[src/rtl/ff_d_pipe.sv]
// ff_d_pipe: STAGES-deep, DW-wide register pipeline with per-stage valid
// bits and valid/ready flow control. Empty stages keep filling while the
// output is stalled (bubble collapse). Offers a synchronous flush and a
// registered occupancy count.
//
// Ports:
//   clk      clock, rising edge
//   rst      synchronous active-high reset (priority over flush/transfers)
//   i_flush  synchronous clear of all stage valids and the count
//   i_valid  upstream beat present
//   i_data   upstream data
//   o_ready  pipe accepts a beat this cycle
//   o_valid  beat present at the last stage
//   o_data   last-stage data
//   i_ready  downstream accepts this cycle
//   o_count  number of valid stages, 0..STAGES

// One register slice: holds a valid bit and its data word.
module ff_d_pipe_stage #(
    parameter int DW = 8
) (
    input  logic          clk,
    input  logic          rst,
    input  logic          flush,
    input  logic          rdy,
    input  logic          in_vld,
    input  logic [DW-1:0] in_data,
    output logic          vld,
    output logic [DW-1:0] data
);
    always_ff @(posedge clk) begin
        if (rst) begin
            vld  <= 1'b0;
            data <= '0;
        end else if (flush) begin
            // Data is left in place; only the valid bit is dropped.
            vld <= 1'b0;
        end else if (rdy) begin
            vld <= in_vld;
            // Bubbles do not overwrite data, keeping o_data deterministic.
            if (in_vld) data <= in_data;
        end
    end
endmodule

module ff_d_pipe #(
    parameter  int DW     = 8,
    parameter  int STAGES = 3,
    localparam int CW     = $clog2(STAGES + 1)
) (
    input  logic          clk,
    input  logic          rst,
    input  logic          i_flush,
    input  logic          i_valid,
    input  logic [DW-1:0] i_data,
    output logic          o_ready,
    output logic          o_valid,
    output logic [DW-1:0] o_data,
    input  logic          i_ready,
    output logic [CW-1:0] o_count
);
    // Index 0 is the upstream side; index k+1 is the output of stage k.
    logic [STAGES:0]         vld_pipe;
    logic [STAGES:0][DW-1:0] dat_pipe;
    // rdy[k] enables stage k; rdy[STAGES] is the downstream ready.
    logic [STAGES:0]         rdy;
    logic                    in_fire;
    logic                    out_fire;
    logic [CW-1:0]           count;

    assign vld_pipe[0]  = i_valid & ~i_flush;
    assign dat_pipe[0]  = i_data;
    assign rdy[STAGES]  = i_ready;

    genvar k;
    generate
        for (k = 0; k < STAGES; k++) begin : g_stage
            // A stage can load if it is empty or its occupant moves on.
            // This chains i_ready combinationally through to o_ready.
            assign rdy[k] = ~vld_pipe[k+1] | rdy[k+1];

            ff_d_pipe_stage #(.DW(DW)) u_stage (
                .clk     (clk),
                .rst     (rst),
                .flush   (i_flush),
                .rdy     (rdy[k]),
                .in_vld  (vld_pipe[k]),
                .in_data (dat_pipe[k]),
                .vld     (vld_pipe[k+1]),
                .data    (dat_pipe[k+1])
            );
        end
    endgenerate

    assign o_ready  = rdy[0] & ~i_flush;
    assign o_valid  = vld_pipe[STAGES];
    assign o_data   = dat_pipe[STAGES];
    assign in_fire  = i_valid & o_ready;
    assign out_fire = o_valid & i_ready;

    // Occupancy tracks the valid bits exactly, so it cannot exceed STAGES.
    always_ff @(posedge clk) begin
        if (rst || i_flush) count <= '0;
        else                count <= count + CW'(in_fire) - CW'(out_fire);
    end

    assign o_count = count;
endmodule

[config.mk]
export PLATFORM = sky130hd
export DESIGN_NAME = ff_d_pipe
export DESIGN_NICKNAME = d
export VERILOG_FILES = /design/src/rtl/ff_d_pipe.sv
export SDC_FILE = /design/constraint.sdc
export NUM_CORES = 1
export LEC_CHECK = 0
export BUFFER_PORTS_ARGS = -buffer_cell sky130_fd_sc_hd__buf_2
export CAP_MARGIN = 10
export CORE_MARGIN = 3
export CORE_UTILIZATION = 57
export CTS_CLUSTER_DIAMETER = 50
export DETAILED_ROUTE_END_ITERATION = 7
export PLACE_DENSITY_LB_ADDON = 0.2
export SLEW_MARGIN = 20
export SYNTH_ARGS = -nofsm -noshare
export SYNTH_HDL_FRONTEND = slang
export SYNTH_SLANG_ARGS = --single-unit
[constraint.sdc]
create_clock -name clk -period 4 [get_ports clk]
set_clock_uncertainty 0.2 [all_clocks]
set_input_delay 0.8 -clock clk [delete_from_list [all_inputs] [get_ports clk]]
set_output_delay 0.8 -clock clk [all_outputs]
set_load 0.02 [all_outputs]
Word level (Yosys, flattened, before mapping). Index checks and enable logic that the tools add are counted.

Register bits after elaboration: 29. Bits in latches: 0. RAM bits: 0. Memory bits (read-only): 0. Input bits: 13. Output and inout bits: 12. Memories: 0.

$add $sub $neg: 2. Multiply operators: 0. Divide/modulo/power cells: 0. Magnitude comparators: 0. Equal/unequal tests: 0. Shift-type cells: 0. Mux-type cells: 0. Bitwise operators: 11. Reductions and logical operators: 5.

Operator list (count): $reduce_and A3 Y1 (3); $and A1 B1 Y1 (4); $not A1 Y1 (4); $or A1 B1 Y1 (3); $add A2 B1 Y2 (1); $reduce_or A2 Y1 (1); $sub A2 B1 Y2 (1); $logic_or A1 B1 Y1 (1).

Logic depth before layout (Yosys ltp).
Word-level depth: 8. Mapped depth: 10.

Modules after synthesis. A second synthesis with hierarchy kept.

Cell total of the unflattened synthesis: 129. Area total of the unflattened synthesis: 1351.3 um^2.

By module, submodules not included: ff_d_pipe_stage (instances 3, cells each 38, area an instance 399.1 um^2, seq. area each 180.2 um^2); ff_d_pipe (instances 1, cells each 15, area an instance 153.9 um^2, seq. area each 40.0 um^2).

Worst setup path before layout. Ideal clock, no wire load.

Kind: in2reg. Start point: in i_flush. End point: reg count[1] (netlist: o_count[1]). Library setup time: 123 ps. Data arrival time: 2180 ps. Setup slack: 1497 ps. Cell stages on the path: 10. Buffers on the path: 2. Cells stage by stage: buf_2 > a311oi_2 > buf_6 > inv_1 > ha_1 > inv_1 > ha_1 > xor2_1 > xnor2_1 > nor3_1.

Cells in the longest elaborated chain, start to end: 5. Elaborated cells between the ends (all ways): 6. Classes of those cells: add/sub: 2; bitwise: 3; reduce/logical: 1.

Ends and longest elaborated chain: start: declaration (RTL line 53) `input logic i_flush,`; $not A1 Y1 (no source line); $and A1 B1 Y1 (RTL line 95) `assign o_ready = rdy[0] & ~i_flush;`; $and A1 B1 Y1 (RTL line 98) `assign in_fire = i_valid & o_ready;`; $add A2 B1 Y2 (RTL line 104) `else count <= count + CW'(in_fire) - CW'(out_fire);`; $sub A2 B1 Y2 (RTL line 104); end signal: assignment (RTL line 104); end: declaration (RTL line 69) `logic [CW-1:0] count;`.

Parallel ways exist; a longest one is shown, timed or not. A chain may end at the register's enable or synchronous reset.

Worst setup path after layout.
Start point: in i_ready. End point: reg count[1] (netlist: o_count[1]).

Cells in the longest elaborated chain, start to end: 7. Elaborated cells between the ends (all ways): 8. Classes of those cells: add/sub: 2; bitwise: 6.

Ends and longest elaborated chain: start: declaration (RTL line 59) `input logic i_ready,`; $or A1 B1 Y1 (3 in series) (RTL line 80) `assign rdy[k] = ~vld_pipe[k+1] | rdy[k+1];`; $and A1 B1 Y1 (RTL line 95); $and A1 B1 Y1 (RTL line 98); $add A2 B1 Y2 (RTL line 104); $sub A2 B1 Y2 * (RTL line 104).

Mark *: on every way between the ends. The rest lies on a longest branch, timed or not.

==> impl_metrics.tcl <==
set metrics [dict create \
    post_cts_buffers 0 \
    place.gp.congestion 0.757 \
    grt.busiest_layer "met2" \
    clkPwrFrac_pct 31.0 \
    num_vias 913 \
    dpl.hpwl_mm 1.52 \
    syn_area_sq_mm 0.00131 \
    synth.area.top_cells "dfxtp_1 (44%), nand2b_1 (12%), mux2i_1 (12%)" \
    switchingPower_w 0.000110 \
    fmax_mhz 345 \
    area_growth_pct 6.39 \
    grt_pass1_vias 845 \
    cts.repair.resized 0 \
    p_int_w 0.000372 \
    p_comb_share_pct 7.5 \
    drtIter0Drc 5 \
    drc 0 \
    io_buffers 24 \
    grt_pass1_wl_mm 3.68 \
    drt_first_pass_iters 4 \
    relSlewSlack_pct 34.7 \
    core_area_sq_mm 0.00206 \
    synth_top_area_share_pct 44.2 \
    cts.reportedPaths.clkPinSlew_ps 80 \
    critPathCaptureType "flop" \
    drive_above_1_share_pct 22.3 \
    hp-class "reg2reg" \
    fin_nets 164 \
    grt_util_met3_pct 7.48 \
    seqPwrFrac_pct 61.5 \
    antenna_cells 0 \
    fin_ws_ps 1100 \
    p_sw_share_pct 22.9 \
    rows 16 \
    pre_cts_ws_ps 750 \
    required_ps 3990 \
    vias_per_cell 5.22 \
    rsz0062_at_grt "no" \
    p_leak_nw 0.564 \
    finalSetupViolCount 0 \
    ant_nets 0 \
    syn_nets 151 \
    drv_slew 0 \
    status "finished clean" \
    syn_inst 136 \
    finalSetupTns_ps 0 \
    worst_pin_slew_ps 979 \
    cts_sinks 29 \
    grt_max_degree 38 \
    htree_levels 2 \
    layoutNonFillerInstCount 175 \
    syn_avg_cell_area_sq_um 9.65 \
    clk_latency_ps 320 \
    cts_buffer_depth 2 \
    die_w_um 54.0 \
    start_util_pct 63.7 \
    gr-usage-all-layers_pct 17.9 \
    root_buffer "clkbuf_4" \
    crit_arrival_ps 2890 \
    dp.cells 169 \
    hold_buffers 0 \
    yosysTopAreaCell "dfxtp_1" \
    dieArea_sq_mm 0.00291 \
    cts-buffers-inserted 5 \
    ir_worst_vdd_mv 0.271 \
    crit_path_start_kind "input port" \
    grt_antenna_before_repair 0 \
    critPathMaxFanout 15 \
    ys_seq_area_share_pct 44.2 \
    period_minus_slack_ps 2900 \
    overflow 0 \
    drv_cap 0 \
    synth-seq-cells 29 \
    min_period_over_period_pct 72.5 \
    tritoncts "built" \
    yosysWarningCount 0 \
    power_density_mw_per_mm2 345 \
    io_pins 25 \
    ys_types 25 \
    wl_per_cell_um 12.2 \
    finalHoldViolations 0 \
    wl_mm 2.13 \
    critPathKind "in2reg" \
    die_h_um 54.0 \
    gr-usage-met2_pct 28.2 \
    met1_usage_pct 21.2 \
]
## logic make-up (layout without fill, tap and decap cells)
kind of cell / Yosys count / after routing / share of synthesized area [%]
xor+xnor: 2 / 2 / 1.33
mux: 16 / 16 / 12.2
compound gates: 22 / 22 / 10.8
fa+ha+maj: 2 / 2 / 1.91
flops: 29 / 29 / 44.2
simple gates: 43 / 43 / 19.8
buf+inv: 22 / 34 / 9.72
## Yosys cell counts
master,count
nor3_1,4
nand3_1,8
nand2b_1,26
mux2i_1,16
nor2_1,1
a211o_1,1
buf_2,5
clkbuf_1,3
a211oi_4,1
a21oi_1,9
a311oi_2,1
clkbuf_2,1
nor3b_1,1
xnor2_1,1
buf_6,1
buf_4,8
a31oi_1,2
xor2_1,1
and2_1,1
o21ai_0,8
ha_1,2
nor2b_1,1
inv_1,4
dfxtp_1,29
nor2b_4,1
## per-stage QoR
stage	power (W)	util [%]	instance area (sq um)	hold slack, ps
finish	0.000482	67.7	1400	276
global route	0.000507	67.7	1400	300
CTS	0.000489	67.7	1400	276
global placement	0.000338	65.7	1350	260
floorplan	0.000331	-	1310	244
detailed placement	0.000340	65.7	1350	265
## critical path, stage by stage
cell      delay [ps]
buf_2            110
nor2b_4           80
a311oi_2         860
inv_1            110
ha_1             320
inv_1             40
ha_1             180
xor2_1           160
xnor2_1          140
nor3_1            60
## registers in the layout, indices dropped and copies added (netlist names)
register	count
o_count	2
g_stage.u_stage.data	24
g_stage.u_stage.vld	3
## metal layers
| layer | wire length [um] | part of all wire, % | vias to the layer above |
|---|---|---|---|
| met2 | 943 | 44 | 23 |
| met3 | 139 | 6.5 | 6 |
| met5 | 0 | 0 | - |
| met4 | 38 | 1.8 | 0 |
| li1 | - | - | 474 |
| met1 | 1010 | 47 | 410 |
## power groups by stage
stage	Sequential (W)	Clock, W	Combinational (W)
after floorplan	0.000303	0	0.0000272
after global placement	0.000303	0	0.0000349
after detailed placement	0.000304	0	0.0000365
after CTS	0.000297	0.000155	0.0000366
after global routing	0.000298	0.000169	0.0000402
final	0.000297	0.000149	0.0000361
## cells in the final DEF, fill, tap and decap left out, types with 2 or more instances in the layout
cell      instances
inv_1             4
a31oi_1           2
nand3_1           8
nand2b_1         26
ha_1              2
o21ai_0           8
buf_2            24
clkbuf_4          5
a21oi_1           9
mux2i_1          16
nor3_1            4
dfxtp_1          29
## worst paths after layout
| check | cells after the start | slack, ps | start | to |
|---|---|---|---|---|
| max | 10 | 1100 | i_ready | o_count[1] |
| min | 2 | 280 | g_stage[2].u_stage.data[6] | g_stage[2].u_stage.data[6] |
| max reg2reg | 9 | 1260 | g_stage[2].u_stage.vld | o_count[1] |
| min reg2reg | 2 | 280 | g_stage[2].u_stage.data[6] | g_stage[2].u_stage.data[6] |
## final cells by class
| class | instances | area (sq um) |
|---|---|---|
| well taps | 27 | 33.8 |
| inverters | 4 | 15.0 |
| repair buffers | 24 | 120 |
| clock buffers | 5 | 37.5 |
| flip-flops and latches | 29 | 581 |
| fillers | 169 | 666 |
| multi-input cells | 85 | 604 |
| clock inverters | 1 | 5.00 |
Power figures use the tool's default switching activity.
